### config.mk
export PLATFORM = sky130hd
export DESIGN_NAME = wb_rr_arbiter
export DESIGN_NICKNAME = d
export VERILOG_FILES = /design/src/rtl/wb_rr_arbiter.sv
export SDC_FILE = /design/constraint.sdc
export NUM_CORES = 1
export LEC_CHECK = 0
export ABC_CLOCK_PERIOD_IN_PS = 5400
export CORE_AREA = 4 4 168 170
export CTS_BUF_LIST = sky130_fd_sc_hd__clkbuf_4
export DETAILED_ROUTE_END_ITERATION = 6
export DIE_AREA = 0 0 172 174
export PLACE_DENSITY_LB_ADDON = 0.12
export SLEW_MARGIN = 25
export SYNTH_ARGS = -nofsm -noshare
export SYNTH_HDL_FRONTEND = slang
export SYNTH_SLANG_ARGS = --single-unit
### constraint.sdc
create_clock -name i_clk -period 5.4 [get_ports i_clk]
set_input_delay 1.08 -clock i_clk [delete_from_list [all_inputs] [get_ports i_clk]]
set_output_delay 1.08 -clock i_clk [all_outputs]
set_load 0.02 [all_outputs]
### src/rtl/wb_rr_arbiter.sv
`default_nettype none
// +----------------------------------------------------------------------------+
// | wb_rr_arbiter : round-robin Wishbone arbiter, NM masters onto one slave,   |
// |                 whole-cycle grants, owner-only responses, stall watchdog.  |
// | Revision 1.0                                                               |
// +----------------------------------------------------------------------------+
module wb_rr_arbiter #(
    parameter int NM      = 4,
    parameter int AW      = 32,
    parameter int DW      = 32,
    parameter int TIMEOUT = 255
) (
    input  logic                   i_clk,
    input  logic                   i_rstn,
    input  logic [NM-1:0]          i_m_cyc,
    input  logic [NM-1:0]          i_m_stb,
    input  logic [NM-1:0]          i_m_we,
    input  logic [NM*AW-1:0]       i_m_adr,
    input  logic [NM*DW-1:0]       i_m_dat,
    input  logic [NM*(DW/8)-1:0]   i_m_sel,
    output logic [NM-1:0]          o_m_ack,
    output logic [NM-1:0]          o_m_err,
    output logic [DW-1:0]          o_m_dat,
    output logic                   o_s_cyc,
    output logic                   o_s_stb,
    output logic                   o_s_we,
    output logic [AW-1:0]          o_s_adr,
    output logic [DW-1:0]          o_s_dat,
    output logic [DW/8-1:0]        o_s_sel,
    input  logic                   i_s_ack,
    input  logic                   i_s_err,
    input  logic [DW-1:0]          i_s_dat,
    output logic [NM-1:0]          o_grant,
    output logic                   o_timeout
);

    localparam int IW = $clog2(NM);
    localparam int SW = DW / 8;
    localparam int CW = (TIMEOUT > 0) ? $clog2(TIMEOUT + 1) : 1;
    localparam logic [CW-1:0] TMO = CW'(TIMEOUT);

    typedef enum logic [0:0] {
        S_IDLE  = 1'b0,
        S_OWNED = 1'b1
    } state_t;

    state_t          state_q, state_d;
    logic [IW-1:0]   owner_q, owner_d;
    logic [IW-1:0]   last_q,  last_d;
    logic [CW-1:0]   wd_q,    wd_d;

    logic [IW-1:0]   w_pick;
    logic            w_found;
    logic [IW-1:0]   w_cand;
    logic            w_own_cyc;
    logic            w_own_stb;
    logic            w_fire;

    // Rotating scan starting just after the last owner.
    always_comb begin
        w_pick  = last_q;
        w_found = 1'b0;
        w_cand  = '0;
        for (int k = 1; k <= NM; k++) begin
            w_cand = IW'((int'(last_q) + k) % NM);
            if (!w_found && i_m_cyc[w_cand]) begin
                w_found = 1'b1;
                w_pick  = w_cand;
            end
        end
    end

    assign w_own_cyc = i_m_cyc[owner_q];
    assign w_own_stb = i_m_stb[owner_q];
    assign w_fire    = (TIMEOUT != 0) && (state_q == S_OWNED) && (wd_q == TMO);

    always_ff @(posedge i_clk or negedge i_rstn) begin
        if (!i_rstn) begin
            state_q <= S_IDLE;
            owner_q <= '0;
            last_q  <= IW'(NM - 1);
            wd_q    <= '0;
        end else begin
            state_q <= state_d;
            owner_q <= owner_d;
            last_q  <= last_d;
            wd_q    <= wd_d;
        end
    end

    always_comb begin
        state_d = state_q;
        owner_d = owner_q;
        last_d  = last_q;
        wd_d    = wd_q;
        case (state_q)
            S_IDLE: begin
                wd_d = '0;
                if (w_found) begin
                    state_d = S_OWNED;
                    owner_d = w_pick;
                end
            end
            S_OWNED: begin
                if (!w_own_cyc) begin
                    state_d = S_IDLE;
                    last_d  = owner_q;
                    wd_d    = '0;
                end else if (TIMEOUT == 0 || w_fire || i_s_ack || i_s_err || !w_own_stb) begin
                    wd_d = '0;
                end else begin
                    wd_d = wd_q + CW'(1);
                end
            end
            default: state_d = S_IDLE;
        endcase
    end

    // Slave side is a pure mux on the registered owner; responses route back combinationally.
    always_comb begin
        o_grant   = '0;
        o_m_ack   = '0;
        o_m_err   = '0;
        o_m_dat   = '0;
        o_s_cyc   = 1'b0;
        o_s_stb   = 1'b0;
        o_s_we    = 1'b0;
        o_s_adr   = '0;
        o_s_dat   = '0;
        o_s_sel   = '0;
        o_timeout = 1'b0;
        if (state_q == S_OWNED) begin
            o_grant[owner_q] = 1'b1;
            o_s_cyc          = w_own_cyc;
            o_s_stb          = w_own_stb && !w_fire;
            o_s_we           = i_m_we[owner_q];
            o_s_adr          = i_m_adr[int'(owner_q)*AW +: AW];
            o_s_dat          = i_m_dat[int'(owner_q)*DW +: DW];
            o_s_sel          = i_m_sel[int'(owner_q)*SW +: SW];
            o_m_ack[owner_q] = i_s_ack && !w_fire;
            o_m_err[owner_q] = i_s_err || w_fire;
            o_m_dat          = (i_s_ack && !w_fire) ? i_s_dat : '0;
            o_timeout        = w_fire;
        end
    end

endmodule
`default_nettype wire

# Word level (Yosys, flattened, before mapping)
# Cells that the tools add are included.
[word_totals]
ff_bits = 13
in_bits = 320
wordCells = 83
[classes]
add_sub_neg = 5
order_cmp = 6
eq_ne = 1
shift = 3
muxes = 42
bitwise = 4
n_reduce_logical = 18
[op_table]
columns = ["op", "n"]
rows = [
  ["indexed part select 128 x 8 -> 32 bit", 2],
  ["2-to-1 mux 32 bit", 4],
  ["2-to-1 mux 1 bit", 18],
  ["2-to-1 mux 4 bit", 4],
  ["2-to-1 mux 8 bit", 2],
  ["case mux 8 bit (2 select lines)", 1],
  ["indexed part select 16 x 5 -> 4 bit", 1],
  ["< comparator 2 x 3 -> 1 bit (second input constant)", 5],
  ["binary-select mux 1 bit (select 2 bit)", 7],
  ["adder 8 x 1 -> 8 bit (second input constant)", 1],
  ["AND 4 bit", 2],
  ["== test 8 bit (second input constant)", 1],
  ["2-to-1 mux 2 bit", 4],
  ["logical AND 1 bit", 7],
  ["logical NOT 1 bit", 5],
  ["adder 2 x 1 -> 2 bit (second input constant)", 2],
  ["adder 2 bit (second input constant)", 2],
  ["logical OR 1 bit", 4],
  ["AND reduction 2 bit", 2],
  ["demux 1 bit (select 2 bit)", 1],
  [">= comparator 2 x 1 -> 1 bit (second input constant)", 1],
  ["NOT 1 bit", 2],
  ["case mux 1 bit (2 select lines)", 1],
]

# Longest topological paths before layout
[depth]
ltp_word = 15
mapped_depth = 5

# Worst setup path after synthesis
# Ideal clock, no wire load.
[synth_timing]
path_kind = "input port to output port"
startpoint = "input i_m_cyc[3]"
endpoint = "output o_s_cyc"
t_arrival_ps = 1837
t_required_ps = 4320
setup_slack_ps = 2483
cell_stages = 3
path_cell_list = "mux4_2 -> nand2_2 -> inv_1"
[synth_via]
elab_chain_cells = 3
[synth_lines]
columns = ["element", "line_no", "rtl"]
rows = [
  ["from (decl)", "15", "input logic [NM-1:0] i_m_cyc,"],
  ["binary-select mux 1 bit (select 2 bit)", "73", "assign w_own_cyc = i_m_cyc[owner_q];"],
  ["2-to-1 mux 1 bit (not written as such)", "73", ""],
  ["2-to-1 mux 1 bit", "132", "if (state_q == S_OWNED) begin"],
  ["to (decl)", "24", "output logic o_s_cyc,"],
]
# No other way between the ends. The select of a mux whose other input is x is not followed.

# Worst setup path in the final report
[layout_timing]
startpoint = "input i_s_ack"
endpoint = "output o_m_ack[1]"
[layout_via]
elab_chain_cells = 3
[layout_lines]
columns = ["element", "line_no", "rtl"]
rows = [
  ["from (decl)", "30", "input logic i_s_ack,"],
  ["logical AND 1 bit", "140", "o_m_ack[owner_q] = i_s_ack && !w_fire;"],
  ["AND 4 bit (no source line)", "-", ""],
  ["2-to-1 mux 4 bit", "132", ""],
  ["to (decl)", "21", "output logic [NM-1:0] o_m_ack,"],
]
# No other way between the ends.

==> metrics <==
clk sink count 13; Yosys top cell area share 49.7%; Post-Synth Adder-Cell Area 0.389%; Hold-fix buffers, CTS 0; CP arrival 3140 ps; sequential area share after synthesis 10.2%; Hold WC Path Type flip-flop to flip-flop; main combinational cell family by area after synthesis multiplexers; area leader, netlist mux4_2; PwrDens 378 nW/um2; Crit path required time 4320 ps; reg-to-reg startpoint owner_q[0]; placed instance area 7860 um2; clk root buf clkbuf_4; clock-pin slew on the worst setup and hold paths 80 ps; IO Port Bufs 435; Post-Syn Instances 288; Buf/Inv on CP 2; worst-path cell chain clkdlybuf4s50_1, o311a_1, and3_1, clkdlybuf4s50_1; vias 4199; synthesized cell area 3220 um2; largest net degree at the start of global routing 75; final antenna-violating net count 0; Compound-Gate Fraction of Synth Area 4.74%; register bit total from synthesis 13; syn_area_per_cell 11.2 um2; setup TNS 0 ps; Clock Latency Late Sink 270 ps; post-route worst setup slack 1180 ps; leakage power 2.78 nW; GRT Resource Usage Total 13.5%; synthesis warning total 0; I/O pin count 436; Post-synth top cells and2_1, mux4_2, clkbuf_1; CTS max path bufs 2; Core Region 26700 um2; Post-DP HPWL 18800 um; Slew Limit Fails 0; H-tree depth 1; clock skew 2.17 ps; CP max stage delay 700 ps; most common cell in the synthesized netlist and2_1; syn_nets 609; largest cells by area after synthesis mux4_2, and2_1, dfrtp_1, buf_12, nor3_1; Synth Area in Simple Gates 26.6%; CP startpoint i_s_ack; fin crit share 78.1%; Area Growth Syn to Fin 146%; Post-Synth XOR/XNOR Area 0.816%; final-report setup violation count 0; CP max-delay cell o311a_1; Final Hold Slack 506 ps; Max Cap Viol 0; 1st-pass router iterations 4; die area 29900 um2; Post-Route WL 22100 um; first-pass GRT wire length 31100 um; Tightest Pin Transition 799 ps; cell family with the largest share of critical-path delay buffers and inverters; Setup Fix Bufs, Post-CTS 0; post-synthesis mux area share 50.4%; Post-synth EDFFs 0; placement-stage worst setup slack 1180 ps; Crit Path Class primary input to output port; top_reg_cell synth dfrtp_1; Hold Vio Cnt, Final 0; relative slew slack 46.7%; layout cell share with drive strength beyond 1 13.2%; Cell Rows 60; Iter 0 DRT Violations 76; asr flop ratio synth 100%; CP Launch Type primary input; RSZ-0062 raised after global routing no; Via density 4.02; maximum clock frequency 0.237 GHz; worst vdd ir 0.000238 V; wire per inst 21.1 um; Initial Util 12.0%; final net count 1025; initial antenna violation count 2; CTS Buf Count 3; Yosys cell types 40; hold path startpoint wd_q[0]; GPL Wtd Cong 0.821; status finished clean; post-CTS resize count 0; final instance area 7920 um2; grt total ovfl 0; die height 174 um; Die Wd 172 um; final routed DRC violation total 0; CTS tree done; Crit path top cell by count clkdlybuf4s50_1; Max FO, Critical Path 34; crit end category output port; vias in the first global route 4729; Final min period 4220 ps
layer usage:
layer | global-route usage (%) | part of all wire, % | wire length, um | vias to the layer above
li1 | - | - | - | 1946
met1 | 14.2 | 34 | 7590 | 2031
met2 | 27.2 | 56 | 12300 | 204
met3 | 3.00 | 8.6 | 1900 | 16
met4 | 2.03 | 1.4 | 308 | 2
met5 | 0 | 0.059 | 13 | -
state kept, by name (all words and copies together), names as in the netlist:
| register | cells |
|---|---|
| last_q | 2 |
| state_q | 1 |
| wd_q | 8 |
| owner_q | 2 |
layout by cell type, fill, tap and decap left out, drive strengths merged, types with 3 or more instances in the layout:
| cell type | count |
|---|---|
| clkdlybuf4s50 | 435 |
| dfrtp | 11 |
| clkbuf | 4 |
| inv | 6 |
| buf | 6 |
| a211oi | 3 |
| nor3 | 12 |
| nand2 | 9 |
| mux4 | 71 |
| nor2 | 8 |
| o21ai | 3 |
| nand3 | 3 |
| nand2b | 3 |
| and2 | 101 |
power breakdown:
group	internal (mW)	switching [mW]	total (mW)
Clock	0.0336	0.0318	0.0654
Sequential	0.126	0.165	0.292
Combinational	1.49	1.15	2.64
Total	1.65	1.34	2.99
cells by family (layout without fill, tap and decap cells):
logic type / after synthesis / after routing
and+or+nand+nor: 144 / 144
xor gates and xnor gates: 3 / 3
buffers and inverters: 36 / 451
muxes: 73 / 73
DFF: 13 / 13
AOI/OAI and AO/OA: 18 / 18
adders and majority gates: 1 / 1
other: 0 / 1
path summary, 6_finish.rpt:
path / to / slack, ps / cells past startpoint
max: o_m_ack[1] / 1180 / 4
min: wd_q[0] / 510 / 1
max reg2reg: last_q[0] / 3260 / 3
min reg2reg: wd_q[0] / 510 / 1
max in group asynchronous: owner_q[0] / 3770 / 1
min in group asynchronous: wd_q[4] / 1180 / 1
final cells by class:
cell class | count | area, um2
well taps | 341 | 427
clock buffers | 4 | 30.0
flip-flops and latches | 13 | 337
repair buffers | 441 | 4430
inverters | 6 | 22.5
multi-input cells | 239 | 2670
diodes | 1 | 2.50
fillers | 2833 | 18800
stage by stage:
stage | utilization [%] | std cells | power (mW)
finish | 29.6 | 1045 | 2.99
global route | 29.6 | 1045 | 3.20
CTS | 29.5 | 1043 | 3.05
detailed placement | 29.4 | 1039 | 2.97
global placement | 29.4 | 1039 | 2.96
floorplan | - | 288 | 1.79
Power figures use the tool's default switching activity.
